**config.mk**
```make
export PLATFORM = sky130hd
export DESIGN_NAME = tdc_top
export DESIGN_NICKNAME = d
export VERILOG_FILES = /design/src/rtl/tdc_top.sv
export SDC_FILE = /design/constraint.sdc
export NUM_CORES = 1
export LEC_CHECK = 0
export CORE_MARGIN = 5
export CORE_UTILIZATION = 60
export DETAILED_ROUTE_END_ITERATION = 10
export GPL_ROUTABILITY_DRIVEN = 0
export GPL_TIMING_DRIVEN = 0
export PLACE_DENSITY = 0.77
export SLEW_MARGIN = 25
export SYNTH_ARGS = -nofsm -noshare
export SYNTH_HDL_FRONTEND = slang
export SYNTH_SLANG_ARGS = --single-unit
```
**constraint.sdc**
```tcl
create_clock -name clk100 -period 3.2 [get_ports clk100]
set_clock_uncertainty 0.15 [all_clocks]
set_input_delay 0.48 -clock clk100 [delete_from_list [all_inputs] [get_ports clk100]]
set_output_delay 0.48 -clock clk100 [all_outputs]
set_load 0.03 [all_outputs]
```
**src/rtl/tdc_top.sv**
```systemverilog
// Time-to-digital capture: per-frame coarse timestamp of the first hit,
// stored in a 4-entry result memory and streamed out serially on pin_out.
module tdc_top (
  input  logic       clk100,
  input  logic       rst_n,
  input  logic       clkEvent,
  input  logic       clk100_90,
  input  logic       pin_in,
  input  logic       ena,
  input  logic [1:0] addrb,
  output logic       pin_out
);

  // Synchronizer stages: [0] first flop, [1] second flop, [2] edge-detect history
  logic [2:0]  evt_sync;
  logic [2:0]  hit_sync;
  logic [1:0]  ph_sync;

  logic        evt_rise;
  logic        hit_rise;
  logic        fine;

  logic [11:0] coarse;
  logic        half;
  logic        ovf;
  logic [1:0]  frame_id;
  logic [1:0]  fid_inc;
  logic        armed;
  logic [1:0]  wptr;
  logic        capture;
  logic [15:0] wr_word;

  logic [15:0] mem [4];

  logic [4:0]  bit_cnt;
  logic [15:0] shreg;

  always_ff @(posedge clk100 or negedge rst_n) begin
    if (!rst_n) begin
      evt_sync <= '0;
      hit_sync <= '0;
      ph_sync  <= '0;
    end else begin
      evt_sync <= {evt_sync[1:0], clkEvent};
      hit_sync <= {hit_sync[1:0], pin_in};
      ph_sync  <= {ph_sync[0], clk100_90};
    end
  end

  assign evt_rise = evt_sync[1] & ~evt_sync[2];
  assign hit_rise = hit_sync[1] & ~hit_sync[2];
  assign fine     = ph_sync[1];
  assign ovf      = &coarse;
  assign fid_inc  = frame_id + 2'd1;

  // A hit coinciding with a frame start is stamped as the first instant
  // of the new frame rather than the tail of the old one.
  always_comb begin
    capture = hit_rise & ena & (armed | evt_rise);
    if (evt_rise) begin
      wr_word = {fid_inc, 1'b0, 12'd0, fine};
    end else begin
      wr_word = {frame_id, ovf, coarse, fine};
    end
  end

  always_ff @(posedge clk100 or negedge rst_n) begin
    if (!rst_n) begin
      coarse   <= '0;
      half     <= 1'b0;
      frame_id <= '0;
      armed    <= 1'b0;
    end else begin
      if (evt_rise) begin
        coarse   <= '0;
        half     <= 1'b0;
        frame_id <= fid_inc;
      end else begin
        half <= ~half;
        if (half && !ovf) begin
          coarse <= coarse + 12'd1;
        end
      end
      if (capture) begin
        armed <= 1'b0;
      end else if (evt_rise) begin
        armed <= 1'b1;
      end
    end
  end

  always_ff @(posedge clk100 or negedge rst_n) begin
    if (!rst_n) begin
      wptr <= '0;
      for (int i = 0; i < 4; i++) begin
        mem[i] <= '0;
      end
    end else if (capture) begin
      mem[wptr] <= wr_word;
      wptr      <= wptr + 2'd1;
    end
  end

  // Serializer: count 0 is the start bit and the load slot; a same-cycle
  // memory write lands after the load, so the old word is sent.
  always_ff @(posedge clk100 or negedge rst_n) begin
    if (!rst_n) begin
      bit_cnt <= '0;
      shreg   <= '0;
      pin_out <= 1'b0;
    end else if (bit_cnt == 5'd0) begin
      shreg   <= mem[addrb];
      pin_out <= 1'b1;
      bit_cnt <= 5'd1;
    end else begin
      pin_out <= shreg[15];
      shreg   <= {shreg[14:0], 1'b0};
      bit_cnt <= (bit_cnt == 5'd16) ? 5'd0 : bit_cnt + 5'd1;
    end
  end

endmodule

```
==> results.yml <==
status:
  status: "finished, final reports clean"
yosys:
  synth_top_area_share_pct: 58.9
  syn-num-nets: 412
  synthFlopType: "dfrtp_1"
  synth_top_family_by_area: "multiplexers"
  synth_cells: 397
  yosys.area_share.simple_pct: 11.9
  synth.distinct_cells: 43
  synthMuxAreaShare_pct: 13.2
  synth_compound_area_share_pct: 9.51
  yosys.area_share.xor_xnor_pct: 1.29
  synth_warnings: 0
  avgSynthCellArea_sq_um: 12.0
  syn_area_sq_mm: 0.00476
  synth_largest_area_cell: "dfrtp_1"
  ys_ff_latch: 112
  synth_edf_count: 0
  ys_seq_area_share_pct: 58.9
  synth_area_leaders: "dfrtp_1 59%, mux4_2 7.6%, o21ai_1 6.7%"
  async_flop_share_pct: 100
  synth_fa_ha_area_share_pct: 1.84
critical_path:
  reg2reg_from: "bit_cnt[0]$_DFF_PN0_"
  rr_endpoint: "shreg[13]$_DFF_PN0_"
  cp_top_family: "buffers and inverters"
  cp.arrival_ps: 1370
  path_class: "reg -> out"
  critPathMaxStageDelay_ps: 660
  cp.required_ps: 2570
  path_buf_inv: 1
  worstRegToRegCells: 6
  worst_setup_path_start_kind: "flop"
  worstPathMaxFanout: 1
  cp-end-kind: "output pin"
  worstPathCellList: "clkdlybuf4s50_1"
  slowest_stage: "clkdlybuf4s50_1"
  timing.reg2reg.setup_slack_ps: 1210
route:
  ant_nets: 0
  drc: 0
  first_pass_iters: 5
  vias: 3110
  routedWlPerCell_microns: 18.2
  drtIter0Drc: 305
  routed_wl_microns: 9510
  via_per_inst: 5.95
sta:
  slew_violations: 0
  fin_crit_ps: 2000
  worst_pin_slew_ps: 488
  rsz0062_at_grt: "no"
  max_freq_ghz: 0.500
  fin_crit_sh_pct: 62.5
  setup-violations-final: 0
  setup_slack_ps: 1200
  hold_violations: 0
  slew_headroom_pct: 67.4
min_path:
  hold_path_end: "ph_sync[1]$_DFF_PN0_"
  holdPathStages: 0
  hp-start: "ph_sync[0]$_DFF_PN0_"
  hp-class: "reg -> reg"
final_layout:
  layout_common_cells: "112 x dfrtp_1, 77 x nand2_1, 64 x o21ai_1"
  antenna_cells: 0
  nets: 431
  drive_gt1_share_pct: 17.3
  fillers: 553
  final_common_cell: "dfrtp_1"
  area_delta_synth_final_pct: 9.25
clocking:
  htree_levels: 3
  cts_setup_buffers: 0
  numCtsBuffers: 9
  clk-insertion-delay-late_ps: 370
  cts_tree: "yes"
  clk_path_buf_depth: 2
  cts.repair.resized: 0
  hold_buffers: 1
  clock-sinks: 112
  clk_pin_slew_ps: 100
  cts_root_buffer: "clkbuf_8"
placement:
  hpwlAfterDp_microns: 6470
  place_ws_ps: 970
  io_buffers: 6
floorplan:
  die_h_microns: 99.1
  die_w_microns: 99.1
  ios: 9
  core_sq_mm: 0.00773
  start_util_pct: 61.6
  die_area_sq_mm: 0.00982
  rows: 32
power:
  leakagePower_nw: 2.33
  total_power_w: 0.00303
  power_density_mw_per_mm2: 583
  max-vdd-ir-drop_mv: 0.351
run:
  maxCapViolCount: 0
global_routing:
  antenna_found_initial: 0
  grt_pass1_wl_microns: 16400
  grtUsageTotal_pct: 21.6
  grt_max_degree: 78
  grt_overflow: 0
  grt_pass1_vias: 3223
==> registers in the layout (all words and copies together) (netlist names), 2 cells and up <==
register / count
bit_cnt: 5
coarse: 12
evt_sync: 3
frame_id: 2
hit_sync: 3
mem: 64
ph_sync: 2
shreg: 16
wptr: 2
==> layout make-up <==
cell class                 instances  area, sq um  area share [%]
sequential                       112         2800            53.9
multi-input combinational        255         1800            34.6
clock buffer                      12          155            2.98
buffer                            22          129            2.48
tap                              102          128            2.45
timing repair buffer               8         98.8            1.90
clock inverter                     4         58.8            1.13
inverter                           8         30.0           0.577
==> per-layer routing <==
metal | up-vias | global-route usage [%] | part of all wire, %
met1 | 1575 | 29.6 | 44
li1 | 1433 | - | -
met4 | 0 | 6.41 | 1.5
met3 | 14 | 4.81 | 5.1
met2 | 88 | 35.0 | 49
met5 | - | 0 | 0
==> worst max-delay path by stage <==
stage          cells past startpoint                   to            startpoint  slack, ps
6_report                           1              pin_out     pin_out$_DFF_PN0_       1200
5_1_grt                            6  shreg[13]$_DFF_PN0_  bit_cnt[0]$_DFF_PN0_       1110
4_1_cts                            1              pin_out     pin_out$_DFF_PN0_       1170
3_5_place_dp                       7  mem[62]$_DFFE_PN0P_                   ena        970
3_3_place_gp                       1  mem[26]$_DFFE_PN0P_                 rst_n      -2510
2_1_floorplan                      4  shreg[10]$_DFF_PN0_              addrb[1]       1410
==> metrics by stage <==
step	cell area [sq um]	instances	util, %	hold slack [ps]	TNS [ps]
floorplan	4760	397	-	34.4	0
global route	5200	523	67.3	216	0
detailed placement	4980	506	64.4	187	0
global placement	4950	505	64.0	185	-280080
finish	5200	523	67.3	208	0
CTS	5200	523	67.3	211	0
==> synthesized netlist by cell type (3+ instances only) <==
library cell and instances:
inv_1 8, nand4_1 3, mux2_1 5, clkbuf_1 3
o21ai_1 64, nor2_1 10, nand2_1 77, nand3_1 6
o211ai_1 4, ha_1 7, o21ai_0 4, xnor2_1 3
mux4_2 16, buf_2 16, mux2_2 6, and4_1 3
nand2b_1 3, xor2_1 4, nor3_1 3, dfrtp_1 112
a21oi_1 5, mux2_4 9
==> kinds of logic (layout without fill, tap and decap cells) <==
| group | count (synthesis) | count (layout) |
|---|---|---|
| simple gates | 120 | 120 |
| flops | 112 | 112 |
| compound gates | 84 | 84 |
| mux | 37 | 37 |
| buf+inv | 30 | 54 |
| fa+ha+maj | 7 | 7 |
| xor+xnor | 7 | 7 |
==> report_power, final <==
group | switching (W) | internal, W
clock network | 0.000473 | 0.000417
registers | 0.000114 | 0.00159
logic | 0.000247 | 0.000190
Note: power is estimated with default switching activity, not from simulation.
